File: config.mk
export PLATFORM = sky130hd
export DESIGN_NAME = axi_write_burst
export DESIGN_NICKNAME = d
export VERILOG_FILES = /design/src/rtl/axi_write_burst.sv
export SDC_FILE = /design/constraint.sdc
export NUM_CORES = 1
export LEC_CHECK = 0
export BUFFER_PORTS_ARGS = -buffer_cell sky130_fd_sc_hd__buf_2
export CAP_MARGIN = 20
export CORE_MARGIN = 2
export CORE_UTILIZATION = 49
export CTS_CLUSTER_SIZE = 10
export DETAILED_ROUTE_END_ITERATION = 8
export PLACE_DENSITY = 0.85
export SLEW_MARGIN = 25
export SYNTH_ARGS = -nofsm -noshare
export SYNTH_HDL_FRONTEND = slang
export SYNTH_SLANG_ARGS = --single-unit
export TNS_END_PERCENT = 5
File: constraint.sdc
create_clock -name m_axi_aclk -period 7.8 [get_ports m_axi_aclk]
set_clock_uncertainty 0.15 [all_clocks]
set_input_delay 0 -clock m_axi_aclk [delete_from_list [all_inputs] [get_ports m_axi_aclk]]
set_output_delay 0 -clock m_axi_aclk [all_outputs]
set_load 0.05 [all_outputs]
File: src/rtl/axi_write_burst.sv
// AXI4 write master: packs an AXI-Stream into fixed-length INCR bursts laid out
// in a ring of AW_STRIDE-spaced blocks, and publishes an acknowledged-block count
// for the downstream read-back stage.
// Optional build macro WR_FLIP_BYTE_EN: byte-reverse the write data lane.
module axi_write_burst #(
    parameter int unsigned                  AW_ADDR_WIDTH = 32,
    parameter int unsigned                  AW_DATA_WIDTH = 64,
    parameter int unsigned                  AW_LEN        = 16,
    parameter int unsigned                  AW_STRIDE     = 4096,
    parameter logic [AW_ADDR_WIDTH-1:0]     WR_START_ADDR = 32'h0000_0000,
    parameter logic [AW_ADDR_WIDTH-1:0]     WR_END_ADDR   = 32'h0010_0000
) (
    input  logic                            m_axi_aclk,
    input  logic                            m_axi_aresetn,
    input  logic [AW_DATA_WIDTH-1:0]        s_wr_tdata,
    input  logic                            s_wr_tvalid,
    output logic                            s_wr_tready,
    input  logic [15:0]                     i_rd_cnt,
    output logic [15:0]                     o_wr_cnt,
    output logic                            o_wr_done,
    output logic                            o_wr_err,
    output logic                            m_axi_awid,
    output logic                            m_axi_awlock,
    output logic [2:0]                      m_axi_awprot,
    output logic [3:0]                      m_axi_awqos,
    output logic [3:0]                      m_axi_awcache,
    output logic [AW_ADDR_WIDTH-1:0]        m_axi_awaddr,
    output logic [7:0]                      m_axi_awlen,
    output logic [2:0]                      m_axi_awsize,
    output logic [1:0]                      m_axi_awburst,
    output logic                            m_axi_awvalid,
    input  logic                            m_axi_awready,
    output logic [AW_DATA_WIDTH-1:0]        m_axi_wdata,
    output logic [AW_DATA_WIDTH/8-1:0]      m_axi_wstrb,
    output logic                            m_axi_wlast,
    output logic                            m_axi_wvalid,
    input  logic                            m_axi_wready,
    input  logic                            m_axi_bid,
    input  logic [1:0]                      m_axi_bresp,
    input  logic                            m_axi_bvalid,
    output logic                            m_axi_bready
);

    localparam int unsigned                 STRB_W   = AW_DATA_WIDTH / 8;
    localparam logic [AW_ADDR_WIDTH-1:0]    STRIDE_A = AW_ADDR_WIDTH'(AW_STRIDE);
    localparam logic [AW_ADDR_WIDTH-1:0]    LAST_BLK = WR_END_ADDR - STRIDE_A;
    localparam int unsigned                 MAX_BLK  = 32'((WR_END_ADDR - WR_START_ADDR) / STRIDE_A);
    localparam logic [7:0]                  AWLEN    = 8'(AW_LEN - 1);
    localparam logic [2:0]                  AWSIZE   = 3'($clog2(STRB_W));

    typedef enum logic [2:0] {
        ST_IDLE,
        ST_WR_ADDR,
        ST_WR_DATA,
        ST_WR_RESP,
        ST_DONE
    } state_e;

    state_e                     state_q, state_d;
    logic [AW_ADDR_WIDTH-1:0]   awaddr_q, awaddr_d;
    logic [AW_ADDR_WIDTH-1:0]   blk_addr_q, blk_addr_d;
    logic [7:0]                 beat_q, beat_d;
    logic [15:0]                wr_cnt_q, wr_cnt_d;
    logic                       wr_err_q, wr_err_d;

    logic [15:0]                used_c;
    logic                       full_c;
    logic                       last_beat_c;
    logic                       unused_bid;

    assign unused_bid  = m_axi_bid;
    assign used_c      = wr_cnt_q - i_rd_cnt;
    assign full_c      = (32'(used_c) >= MAX_BLK);
    assign last_beat_c = (beat_q == AWLEN);

    // Fixed AXI attributes
    assign m_axi_awid    = 1'b0;
    assign m_axi_awlock  = 1'b0;
    assign m_axi_awprot  = 3'd0;
    assign m_axi_awqos   = 4'd0;
    assign m_axi_awcache = 4'd3;
    assign m_axi_awlen   = AWLEN;
    assign m_axi_awsize  = AWSIZE;
    assign m_axi_awburst = 2'b01;
    assign m_axi_wstrb   = '1;

    // Handshake outputs decoded from the registered state; data phase is a pass-through
    assign m_axi_awaddr  = awaddr_q;
    assign m_axi_awvalid = (state_q == ST_WR_ADDR);
    assign m_axi_wvalid  = (state_q == ST_WR_DATA) && s_wr_tvalid;
    assign s_wr_tready   = (state_q == ST_WR_DATA) && m_axi_wready;
    assign m_axi_wlast   = (state_q == ST_WR_DATA) && last_beat_c;
    assign m_axi_bready  = (state_q == ST_WR_RESP);
    assign o_wr_done     = (state_q == ST_DONE);
    assign o_wr_cnt      = wr_cnt_q;
    assign o_wr_err      = wr_err_q;

`ifdef WR_FLIP_BYTE_EN
    // Byte-reversed data lane: byte 0 <-> byte STRB_W-1
    for (genvar g = 0; g < STRB_W; g++) begin : g_flip
        assign m_axi_wdata[8*g +: 8] = s_wr_tdata[8*(STRB_W-1-g) +: 8];
    end
`else
    assign m_axi_wdata = s_wr_tdata;
`endif

    // Next-state and datapath updates for one burst per block
    always_comb begin
        state_d    = state_q;
        awaddr_d   = awaddr_q;
        blk_addr_d = blk_addr_q;
        beat_d     = beat_q;
        wr_cnt_d   = wr_cnt_q;
        wr_err_d   = wr_err_q;
        case (state_q)
            ST_IDLE: begin
                // Ring space is only checked here; a started burst always completes
                if (s_wr_tvalid && !full_c) begin
                    state_d  = ST_WR_ADDR;
                    awaddr_d = blk_addr_q;
                end
            end
            ST_WR_ADDR: begin
                if (m_axi_awready) begin
                    state_d = ST_WR_DATA;
                end
            end
            ST_WR_DATA: begin
                if (s_wr_tvalid && m_axi_wready) begin
                    if (last_beat_c) begin
                        beat_d  = 8'd0;
                        state_d = ST_WR_RESP;
                    end else begin
                        beat_d = beat_q + 8'd1;
                    end
                end
            end
            ST_WR_RESP: begin
                if (m_axi_bvalid) begin
                    if (m_axi_bresp != 2'b00) begin
                        wr_err_d = 1'b1;
                    end
                    blk_addr_d = (blk_addr_q >= LAST_BLK) ? WR_START_ADDR : blk_addr_q + STRIDE_A;
                    state_d    = ST_DONE;
                end
            end
            ST_DONE: begin
                wr_cnt_d = wr_cnt_q + 16'd1;
                state_d  = ST_IDLE;
            end
            default: begin
                state_d = ST_IDLE;
            end
        endcase
    end

    // State and datapath registers
    always_ff @(posedge m_axi_aclk or negedge m_axi_aresetn) begin
        if (!m_axi_aresetn) begin
            state_q    <= ST_IDLE;
            awaddr_q   <= '0;
            blk_addr_q <= WR_START_ADDR;
            beat_q     <= 8'd0;
            wr_cnt_q   <= 16'd0;
            wr_err_q   <= 1'b0;
        end else begin
            state_q    <= state_d;
            awaddr_q   <= awaddr_d;
            blk_addr_q <= blk_addr_d;
            beat_q     <= beat_d;
            wr_cnt_q   <= wr_cnt_d;
            wr_err_q   <= wr_err_d;
        end
    end

endmodule

# ---- After elaboration in Yosys (flattened, before gate mapping)
# Cells that the tools add are included.
dict set report word_totals {
  reg_bits 92
  in_bits 89
  output_inout_bits 153
}
dict set report op_classes {
  n_addsub 4
  n_lt_le_gt_ge 2
  eq_ne 10
  mux 8
  n_reduce_logical 13
}
# op count
set op_table {}
lappend op_table {{adder 32 x 13 -> 32 bit, second input constant} 1}
lappend op_table {{>= comparator 32 x 20 -> 1 bit, second input constant} 1}
lappend op_table {{two-way mux 32 bit} 1}
lappend op_table {{adder 16 x 1 -> 16 bit, second input constant} 1}
lappend op_table {{>= comparator 16 x 9 -> 1 bit, second input constant} 1}
lappend op_table {{subtractor 16 bit} 1}
lappend op_table {{two-way mux 3 bit} 5}
lappend op_table {{case mux 3 bit (4 select lines)} 1}
lappend op_table {{adder 8 x 1 -> 8 bit, second input constant} 1}
lappend op_table {{== test 8 x 4 -> 1 bit, second input constant} 1}
lappend op_table {{two-way mux 8 bit} 1}
lappend op_table {{== test 3 x 2 -> 1 bit, second input constant} 2}
lappend op_table {{inequality test 2 bit, second input constant} 3}
lappend op_table {{AND reduction 2 bit} 3}
lappend op_table {{logical AND 1 bit} 5}
lappend op_table {{AND reduction 5 bit} 1}
lappend op_table {{inequality test 2 x 1 -> 1 bit, second input constant} 2}
lappend op_table {{== test 3 x 1 -> 1 bit, second input constant} 1}
lappend op_table {{== test 3 bit, second input constant} 1}
lappend op_table {{zero test 3 bit} 1}
lappend op_table {{AND reduction 3 bit} 1}
lappend op_table {{nonzero test 2 bit} 1}
lappend op_table {{zero test 1 bit} 1}

# ---- Logic depth before layout (Yosys ltp)
# Gate-level depths: netlist (run 1).
dict set report depth {
  depth_word 6
  mapped_depth 11
  depth_no_buf 10
}

# ---- Worst setup path after synthesis (run 1)
# OpenSTA, ideal clock, no wires.
dict set report synth_path {
  path_type {reg-to-reg}
  startpoint {reg wr_cnt_q[3], in the netlist o_wr_cnt[3]}
  endpoint {reg awaddr_q[12], in the netlist m_axi_awaddr[12]}
  setup_time_ps 125
  arrival_ps 2734
  slack_ps 4791
  path_stages_with_launch 11
  synth_period_minus_slack_ps 3009
  path_cell_list {dfrtp_1 ha_1 a21oi_1 and2b_1 a21o_1 nand3_1 a211oi_1 o2111ai_1 nor4b_4 buf_6 mux2_4}
}
dict set report synth_between {
  elab_chain_cells 5
}
# element line
set synth_lines {}
lappend synth_lines {{start, declared} 63} ;# logic [15:0] wr_cnt_q, wr_cnt_d;
lappend synth_lines {{start signal, assigned} 171} ;# wr_cnt_q <= wr_cnt_d;
lappend synth_lines {{subtractor 16 bit} 72} ;# assign used_c = wr_cnt_q - i_rd_cnt;
lappend synth_lines {{>= comparator 16 x 9 -> 1 bit} 73} ;# assign full_c = (32'(used_c) >= MAX_BLK);
lappend synth_lines {{zero test 1 bit} 118} ;# if (s_wr_tvalid && !full_c) begin
lappend synth_lines {{logical AND 1 bit} 118}
lappend synth_lines {{AND reduction 2 bit (no source line)} n/a}
lappend synth_lines {{end signal, assigned} 168} ;# awaddr_q <= awaddr_d;
lappend synth_lines {{end, declared} 60} ;# logic [AW_ADDR_WIDTH-1:0] awaddr_q, awaddr_d;
# No other way between the ends.
# A chain may end at the register's enable or synchronous reset.

# ---- Worst setup path in the final report (run 1)
dict set report layout_path {
  startpoint {reg wr_cnt_q[3], in the netlist o_wr_cnt[3]}
  endpoint {reg state_q[0]}
}
dict set report layout_between {
  elab_chain_cells 6
}
# element line
set layout_lines {}
lappend layout_lines {{subtractor 16 bit} 72}
lappend layout_lines {{>= comparator 16 x 9 -> 1 bit} 73}
lappend layout_lines {{zero test 1 bit} 118}
lappend layout_lines {{logical AND 1 bit} 118}
lappend layout_lines {{inequality test 2 bit (no source line)} n/a}
lappend layout_lines {{AND reduction 5 bit (no source line)} n/a}
lappend layout_lines {{end signal, assigned} 167} ;# state_q <= state_d;
lappend layout_lines {{end, declared} 59} ;# state_e state_q, state_d;
# No other way between the ends.

==> results of run 1 <==
==> repair_timing <==
action,4_1_cts,5_1_grt
setup buffers,0,0
hold buffers,74,0
endpoints found under the hold margin,138,0
==> power by group <==
| group | internal [mW] | leakage (nW) | switching, mW |
|---|---|---|---|
| clock | 0.213 | 0.117 | 0.137 |
| combinational | 0.0545 | 1.66 | 0.167 |
| sequential | 0.364 | 0.946 | 0.0169 |
==> logic make-up (layout without fill, tap and decap cells) <==
| group | after synthesis | after routing | synth area share, % |
|---|---|---|---|
| AOI/OAI and AO/OA | 63 | 63 | 9.961 |
| xor gates and xnor gates | 24 | 24 | 4.869 |
| adders and majority gates | 18 | 18 | 5.036 |
| buffers and inverters | 132 | 174 | 20.65 |
| DFF | 68 | 68 | 38.05 |
| muxes | 22 | 22 | 7.219 |
| other | 2 | 46 | 0.1679 |
| and+or+nand+nor | 118 | 118 | 14.05 |
==> worst max-delay path, cell delays in order, from the launching register on <==
cell	delay (ps)
dfrtp_1	440
ha_1	340
a21oi_1	100
and2b_1	180
a211oi_1	480
o21ai_1	170
o41ai_2	80
o21ai_1	190
or3_1	390
a221oi_1	250
dlygate4sd3_1	580
==> final cells by class <==
cell class	count	area, um2
fill	729	3572
multi-input combinational	291	2012
sequential	68	1702
timing repair buffer	142	1086
tap	108	135.1
clock buffer	10	127.6
clock inverter	6	111.4
inverter	16	60.06
==> cell usage in the layout (no fill, tap or decap), types with 3 or more instances in the layout <==
master,netlist,routed
a211oi_1,3,3
a21o_1,5,5
a21oi_1,12,12
a31oi_1,5,5
a41oi_1,4,4
and2_1,3,3
and3_1,12,12
and4_1,5,5
buf_2,0,66
bufinv_16,0,3
clkbuf_8,0,9
conb_1,2,46
dfrtp_1,68,68
dlygate4sd3_1,0,74
ha_1,18,18
inv_1,16,16
mux2_4,20,20
nand2_1,27,27
nand3_1,14,14
nand4_1,6,6
nor2_1,28,28
nor2b_1,5,5
nor4_1,5,5
o21ai_0,8,8
o21ai_1,9,9
xnor2_1,18,18
xor2_1,5,5
==> state kept, by name, summed over array words and instances (netlist names) <==
signal and count:
blk_addr_q 20, m_axi_awaddr 20, o_wr_cnt 16, beat_q 8, state_q 3, o_wr_err 1
==> metal layers <==
| layer | global-route usage [%] | wire, um | vias up |
|---|---|---|---|
| met2 | 33.00 | 4775 | 153 |
| met5 | 0 | 0 | - |
| met4 | 7.060 | 183 | 0 |
| met1 | 23.97 | 3903 | 1579 |
| li1 | - | - | 1544 |
| met3 | 3.022 | 477 | 15 |
==> path summary, 6_finish.rpt <==
check,from,depth (start not counted),endpoint
max,o_wr_cnt[3],10,state_q[0]
min,m_axi_aresetn,3,m_axi_awaddr[25]
max reg2reg,o_wr_cnt[3],10,state_q[0]
min reg2reg,o_wr_err,1,o_wr_err
max in group asynchronous,m_axi_aresetn,3,o_wr_cnt[1]
min in group m_axi_aclk,m_axi_bresp[1],4,o_wr_err
==> results.tsv, run 1 <==
stage	metric	value	unit
global_route	antenna_found_initial	0	
detailed_routing	drc_errors	0	
run	drv_cap	0	
timing	finalSetupTns	0	ps
synth	synth_area	4472	um2
global_route	grt_pass1_vias	3196	
global_route	grt_use_total	19.03	%
cells_and_area	final_core_util	59.43	%
cells_and_area	finalNetCount	635	
clock_network	cts_made_buffers	9	
clock_network	clk_latency	340	ps
synth	syn_inst	447	
synth	async_reset_ff_share	100.0	%
timing	fin_hold_ws	240.3	ps
pwr	power_density	182.1	nW/um2
timing	worst_slew_pin_slew	850.8	ps
synth	yosysTopAreaCell	dfrtp_1	
placed_design	gp_congestion	0.8111	
pwr	p_leak	2.718	nW
timing	fmax	292.2	MHz
placed_design	dpl_cell_area	4254	um2
clock_network	cts_tree	done	
synth	synth_edf_count	0	
floorplanning	die_width	99.53	um
clock_network	path_clk_slew	70	ps
detailed_routing	via_per_inst	5.134	
outcome	status	finished clean	
pwr	vdd_ir_drop_max	0.09992	mV
cells_and_area	fin_area	5234	um2
global_route	overflow	0	
timing	min_period	3422	ps
timing	setup_ws	4378	ps
pwr	power	0.9529	mW
floorplanning	start_util	50.78	%
global_route	grt_max_degree	69	
clock_network	htreeDepth	3	
setup_path	crit_path_end_kind	register	
setup_path	cp.arrival	3540	ps
detailed_routing	antenna_left	0	
placed_design	placed_cells	551	
detailed_routing	wirelength	9.339	mm
placed_design	numPortBuffers	66	
detailed_routing	wl_per_cell	14.57	um
timing	maxSlewHeadroom	43.28	%
synth	synth_seq_cells	68	
floorplanning	core-area	8806	um2
synth	yosysSeqAreaShare	38.05	%
synth	synthMostInstantiatedCell	buf_4	
cells_and_area	syn2layout_area_growth	17.04	%
setup_path	rrSetupSlack	4380	ps
timing	hold_viol	0	
floorplanning	placementRows	34	
setup_path	critPathLaunchType	register	
floorplanning	dieArea	9906	um2
timing	slew_violations	0	
timing	rsz0062_at_grt	no	
timing	setup_violations	0	
clock_network	clk_path_buf_depth	2	
cells_and_area	stdcell_count	641	
floorplanning	pin_count	242	
setup_path	required	7920	ps
global_route	grt_pass1_wl	15.08	mm
min_path	worstHoldPathType	input pin to async pin	
synth	synthTopCellsByCount	buf_4 (110), dfrtp_1 (68), nor2_1 (28)	
cells_and_area	diodes	0	
setup_path	worstPathMaxFanout	6	
timing	fin_crit_sh	43.88	%
synth	synth_top_area_share	38.05	%
setup_path	path_class	register to register	
synth	syn_avg_cell_area	10.00	um2
clock_network	cts_sinks	68	
detailed_routing	drt_iter0_markers	118	
cells_and_area	drive_gt1_share	21.76	%
placed_design	hpwl	6.131	mm
detailed_routing	num_vias	3291	
floorplanning	die_h	99.53	um
synth	synth_area_leaders	dfrtp_1 (38%), buf_4 (18%), mux2_4 (6.7%), ha_1 (5.0%), xnor2_1 (3.5%)	
synth	synth_flop_cell	dfrtp_1	
synth	yosysUniqueCellTypes	53	
placed_design	dp_slack	4665	ps
synth	yosys_warnings	0	
detailed_routing	first_pass_iters	4	
clock_network	cts_resized	0	
clock_network	clockRootBuffer	clkbuf_8	
Power figures use the tool's default switching activity.
==> run 2: changes to the inputs <==
--- a/config.mk
+++ b/config.mk
@@ -8,10 +8,10 @@
 export BUFFER_PORTS_ARGS = -buffer_cell sky130_fd_sc_hd__buf_2
 export CAP_MARGIN = 20
 export CORE_MARGIN = 2
-export CORE_UTILIZATION = 49
+export CORE_UTILIZATION = 46
 export CTS_CLUSTER_SIZE = 10
 export DETAILED_ROUTE_END_ITERATION = 8
-export PLACE_DENSITY = 0.85
+export PLACE_DENSITY = 0.8
 export SLEW_MARGIN = 25
 export SYNTH_ARGS = -nofsm -noshare
 export SYNTH_HDL_FRONTEND = slang
==> constraint.sdc (replaced) <==
create_clock -name m_axi_aclk -period 3.4 [get_ports m_axi_aclk]
set_clock_uncertainty 0.15 [all_clocks]
set_input_delay 0 -clock m_axi_aclk [delete_from_list [all_inputs] [get_ports m_axi_aclk]]
set_output_delay 0 -clock m_axi_aclk [all_outputs]
set_load 0.05 [all_outputs]
==> results.tsv, run 2 (same netlist as run 1, synthesis figures left out) <==
stage	metric	value	unit	change
timing	min_period	3308	ps	-114.8 ps
placed_design	hpwl	6.465	mm	+5.4%
detailed_routing	antenna_left	0		unchanged
cells_and_area	stdcell_count	663		+3.4%
global_route	grt_use_total	18.36	%	-0.67 points
setup_path	crit_path_end_kind	register		
global_route	gr-usage-met1	22.82	%	-1.2 points
cells_and_area	layout_common_cells	dlygate4sd3_1 (74), dfrtp_1 (67), buf_2 (66), conb_1 (46), nor2_1 (28)		
cells_and_area	fin_area	5285	um2	+0.98%
floorplanning	core-area	9328	um2	+5.9%
cells_and_area	drive_gt1_share	23.78	%	+2.0 points
clock_network	cts_tree	done		
setup_path	cp.depth	10		unchanged
floorplanning	dieArea	10530	um2	+6.3%
setup_path	required	3520	ps	-4400 ps
clock_network	cts_made_buffers	9		unchanged
outcome	status	finished clean		
timing	fin_crit_sh	97.28	%	+53 points
cells_and_area	layout_commonest_cell	dlygate4sd3_1		
global_route	grt_pass1_wl	15.14	mm	+0.41%
run	drv_cap	0		unchanged
detailed_routing	wl_per_cell	14.75	um	+1.2%
setup_path	cpPeakStageDelay	580	ps	about the same
setup_path	cp.arrival	3430	ps	-110 ps
pwr	p_leak	2.702	nW	-0.59%
clock_network	path_clk_slew	80	ps	about the same
setup_path	crit_chain	ha_1 -> nand2_1 -> and2_1 -> a31oi_1 -> o21ai_1 -> o41ai_2 -> o21ai_2 -> or3_1 -> a221oi_1 -> dlygate4sd3_1		
timing	hold_viol	0		unchanged
detailed_routing	num_vias	3343		+1.6%
detailed_routing	via_per_inst	5.042		-1.8%
detailed_routing	first_pass_iters	4		unchanged
setup_path	path_class	register to register		
cells_and_area	fillers	818		+12%
setup_path	path_buf_inv	1		unchanged
detailed_routing	wirelength	9.780	mm	+4.7%
placed_design	gp_congestion	0.8337		+2.8%
floorplanning	pin_count	242		unchanged
min_path	worstHoldPathType	input pin to async pin		
detailed_routing	drc_errors	0		unchanged
pwr	power_density	390.0	nW/um2	+110%
setup_path	cp_slowest_cell	dlygate4sd3_1		
timing	maxSlewHeadroom	44.15	%	+0.87 points
floorplanning	die_width	102.6	um	+3.1%
setup_path	reg2reg_depth	10		unchanged
cells_and_area	syn2layout_area_growth	18.19	%	
placed_design	numPortBuffers	66		unchanged
detailed_routing	drt_iter0_markers	147		+25%
cells_and_area	finalNetCount	636		+0.16%
cells_and_area	diodes	0		unchanged
setup_path	worstPathMaxFanout	5		-1
timing	fmax	302.3	MHz	+3.5%
global_route	grtUsageMet3	2.441	%	-0.58 points
placed_design	dpl_cell_area	4293	um2	+0.91%
global_route	grt_pass1_vias	3250		+1.7%
global_route	grt_max_degree	37		-46%
floorplanning	placementRows	35		+2.9%
global_route	grt_use_met2	32.28	%	-0.73 points
timing	finalSetupTns	0	ps	unchanged
timing	setup_violations	0		unchanged
clock_network	htreeDepth	3		unchanged
clock_network	clockRootBuffer	clkbuf_8		
global_route	overflow	0		unchanged
clock_network	cts_sinks	68		unchanged
clock_network	clk_path_buf_depth	2		unchanged
floorplanning	start_util	47.94	%	-2.8 points
timing	slew_violations	0		unchanged
setup_path	cp_top_family	compound AO/OA/AOI/OAI gates		
timing	worst_slew_pin_slew	837.8	ps	-13.03 ps
floorplanning	die_h	102.6	um	+3.1%
global_route	busiest_layer	met2		
clock_network	clk_latency	340	ps	about the same
global_route	antenna_found_initial	0		unchanged
setup_path	critPathLaunchType	register		
placed_design	placed_cells	572		+3.8%
pwr	vdd_ir_drop_max	0.2130	mV	+110%
==> run 2: worst register-to-register path, stage by stage (launching register included) <==
cell and delay [ps]:
dfrtp_1 430, ha_1 410, nand2_1 150, and2_1 190, a31oi_1 280, o21ai_1 160
o41ai_2 80, o21ai_2 140, or3_1 390, a221oi_1 270, dlygate4sd3_1 580
==> run 2: path summary, 6_finish.rpt <==
path	to	slack (ps)	startpoint
max in group asynchronous	m_axi_awaddr[18]	2000	m_axi_aresetn
setup / recovery	state_q[0]	90	o_wr_cnt[10]
hold / removal	m_axi_awaddr[31]	150	m_axi_aresetn
min in group m_axi_aclk	o_wr_err	320	m_axi_bresp[1]
hold reg to reg	beat_q[7]	330	beat_q[7]
setup reg to reg	state_q[0]	90	o_wr_cnt[10]
==> run 2: metal layers <==
layer	part of all wire [%]	vias to the layer above
li1	-	1550
met1	41	1611
met2	52	169
met3	6.5	13
met4	1.4	0
met5	0	-
==> run 2: report_power, final <==
group | switching (mW) | internal, mW
registers | 0.0387 | 0.835
clock network | 0.328 | 0.341
logic | 0.390 | 0.129
total | 0.756 | 1.30
==> run 2: timing repair <==
action | 4_1_cts | 5_1_grt
hold buffers | 74 | 0
buffers inserted | 0 | 1
endpoints found under the hold margin | 105 | 0
endpoints found under the setup margin | 0 | 1
resized for setup | 0 | 9
==> run 2: layout make-up <==
class,instances,area (um2),area share (%)
multi-input cells,291,2056,38.90
clock inverters,7,75.07,1.420
well taps,129,161.4,3.054
clock buffers,9,123.9,2.344
flip-flops and latches,68,1703,32.22
inverters,16,60.06,1.136
repair buffers,143,1106,20.93
==> run 2: stage by stage <==
step,setup WS [ps],utilization [%],power (mW),hold slack [ps]
2_1_floorplan,390.6,-,1.357,-445.6
3_3_place_gp,477.2,46.02,1.169,-149.7
3_5_place_dp,452.4,46.02,1.181,-149.7
4_1_cts,140.0,56.10,2.075,171.6
5_1_grt,-36.45,56.66,2.155,218.9
6_report,92.40,56.66,2.061,152.7
==> run 3: changes to the inputs <==
==> constraint.sdc (replaced) <==
create_clock -name m_axi_aclk -period 3.4 [get_ports m_axi_aclk]
set_clock_uncertainty 0.15 [all_clocks]
set_input_delay 0 -clock m_axi_aclk [delete_from_list [all_inputs] [get_ports m_axi_aclk]]
set_output_delay 0 -clock m_axi_aclk [all_outputs]
set_load 0.005 [all_outputs]
==> results.tsv, run 3 (same netlist as run 1, synthesis figures left out) <==
stage	metric	value	unit	change
global_route	grt_pass1_wl	15.14	mm	unchanged
detailed_routing	wirelength	9.784	mm	about the same
cells_and_area	fin_area	5285	um2	unchanged
setup_path	cp.arrival	3420	ps	about the same
pwr	power	1.784	mW	-13%
global_route	grt_max_degree	37		unchanged
setup_path	cp.depth	10		unchanged
pwr	vdd_ir_drop_max	0.2070	mV	-2.8%
clock_network	clk_path_buf_depth	2		unchanged
timing	fmax	302.4	MHz	about the same
setup_path	crit_chain	ha_1 -> nand2_1 -> a21oi_2 -> o21ai_1 -> a41oi_2 -> or2_1 -> a31oi_2 -> or3_1 -> a221oi_1 -> dlygate4sd3_1		
clock_network	cts_sinks	68		unchanged
timing	hold_viol	0		unchanged
detailed_routing	via_per_inst	5.048		+0.12%
setup_path	critical_path.startpoint	o_wr_cnt[10]		
setup_path	reg2reg_depth	10		unchanged
pwr	p_leak	2.702	nW	unchanged
detailed_routing	num_vias	3347		+0.12%
min_path	worstHoldPathType	input pin to async pin		
floorplanning	core-area	9328	um2	unchanged
cells_and_area	layout_commonest_cell	dlygate4sd3_1		
detailed_routing	drc_errors	0		unchanged
floorplanning	placementRows	35		unchanged
timing	setup_violations	0		unchanged
clock_network	clk_latency	340	ps	about the same
setup_path	timing.rr.start	o_wr_cnt[10]		
setup_path	r2r-end	state_q[0]		
global_route	grt_use_total	18.36	%	unchanged
floorplanning	die_h	102.6	um	unchanged
cells_and_area	finalNetCount	636		unchanged
timing	maxSlewHeadroom	44.03	%	-0.12 points
global_route	antenna_found_initial	0		unchanged
global_route	grt_pass1_vias	3250		unchanged
setup_path	crit_end	state_q[0]		
cells_and_area	syn2layout_area_growth	18.19	%	unchanged
setup_path	critPathLaunchType	register		
setup_path	required	3520	ps	about the same
detailed_routing	first_pass_iters	4		unchanged
setup_path	crit_path_end_kind	register		
placed_design	hpwl	6.465	mm	unchanged
floorplanning	die_width	102.6	um	unchanged
placed_design	gp_congestion	0.8337		unchanged
timing	min_period	3307	ps	-0.7079 ps
global_route	overflow	0		unchanged
detailed_routing	wl_per_cell	14.76	um	about the same
floorplanning	start_util	47.94	%	unchanged
timing	finalSetupTns	0	ps	unchanged
timing	fin_crit_sh	97.26	%	about the same
placed_design	placed_cells	572		unchanged
cells_and_area	stdcell_count	663		unchanged
setup_path	rrSetupSlack	90	ps	about the same
cells_and_area	fillers	818		unchanged
timing	fin_hold_ws	152.9	ps	+0.2110 ps
outcome	status	finished clean		
timing	worst_slew_pin_slew	839.6	ps	+1.838 ps
cells_and_area	drive_gt1_share	23.78	%	unchanged
placed_design	dpl_cell_area	4293	um2	unchanged
clock_network	cts_made_buffers	9		unchanged
detailed_routing	drt_iter0_markers	132		-10%
cells_and_area	multi_input_area	2056	um2	unchanged
clock_network	clockRootBuffer	clkbuf_8		
placed_design	numPortBuffers	66		unchanged
setup_path	cpPeakStageDelay	580	ps	about the same
clock_network	htreeDepth	3		unchanged
setup_path	worstPathMaxFanout	5		unchanged
cells_and_area	layout_common_cells	dlygate4sd3_1 (74), dfrtp_1 (67), buf_2 (66), conb_1 (46), nor2_1 (28)		
setup_path	cp_slowest_cell	dlygate4sd3_1		
cells_and_area	diodes	0		unchanged
timing	slew_violations	0		unchanged
run	drv_cap	0		unchanged
clock_network	cts_tree	done		
pwr	power_density	337.6	nW/um2	-13%
floorplanning	dieArea	10530	um2	unchanged
floorplanning	pin_count	242		unchanged
setup_path	cp_top_family	compound AO/OA/AOI/OAI gates		
cells_and_area	ff_latch_area	1703	um2	unchanged
clock_network	path_clk_slew	80	ps	about the same
setup_path	path_class	register to register		
detailed_routing	antenna_left	0		unchanged
setup_path	path_buf_inv	1		unchanged
==> run 3: cell counts in the layout (fill, tap and decap cells not counted) <==
No cell type changed its count.
==> run 3: routing by layer <==
layer | global-route usage (%) | routed length [um] | part of all wire (%)
met5 | 0 | 0 | 0
met4 | 7.385 | 165 | 1.7
met1 | 22.82 | 4009 | 41
met2 | 32.28 | 5027 | 51
met3 | 2.441 | 582 | 5.9
==> run 3: what timing repair did <==
item / CTS / global route
hold buffers: 74 / 0
gates resized for setup: 0 / 9
endpoints found under the hold margin: 105 / 0
setup endpoints to repair: 0 / 1
buffers inserted: 0 / 1
==> run 3: where the power goes <==
part / switching, mW / leakage [nW] / internal [mW]
sequential: 0.0387 / 0.944 / 0.835
clock: 0.326 / 0.0918 / 0.341
combinational: 0.116 / 1.67 / 0.128
==> run 3: how the worst min path moves through the flow <==
stage | slack, ps | cells past startpoint | to
after floorplan | -450 | 0 | beat_q[0]
after global placement | -150 | 0 | m_axi_wdata[14]
after detailed placement | -150 | 0 | m_axi_wdata[14]
after CTS | 170 | 2 | o_wr_cnt[5]
after global routing | 220 | 2 | m_axi_awaddr[31]
final | 150 | 2 | m_axi_awaddr[31]
==> run 3: layout make-up <==
type                    count  share of cell area (%)
repair buffers            143                   20.93
clock buffers               9                   2.344
flip-flops and latches     68                   32.22
inverters                  16                   1.136
well taps                 129                   3.054
clock inverters             7                   1.420
multi-input cells         291                   38.90
==> run 3: through the flow <==
step	setup slack, ps	util [%]
after floorplan	691.2	-
after global placement	477.2	46.02
after detailed placement	452.4	46.02
final	93.10	56.66
after global routing	-36.45	56.66
after CTS	140.0	56.10
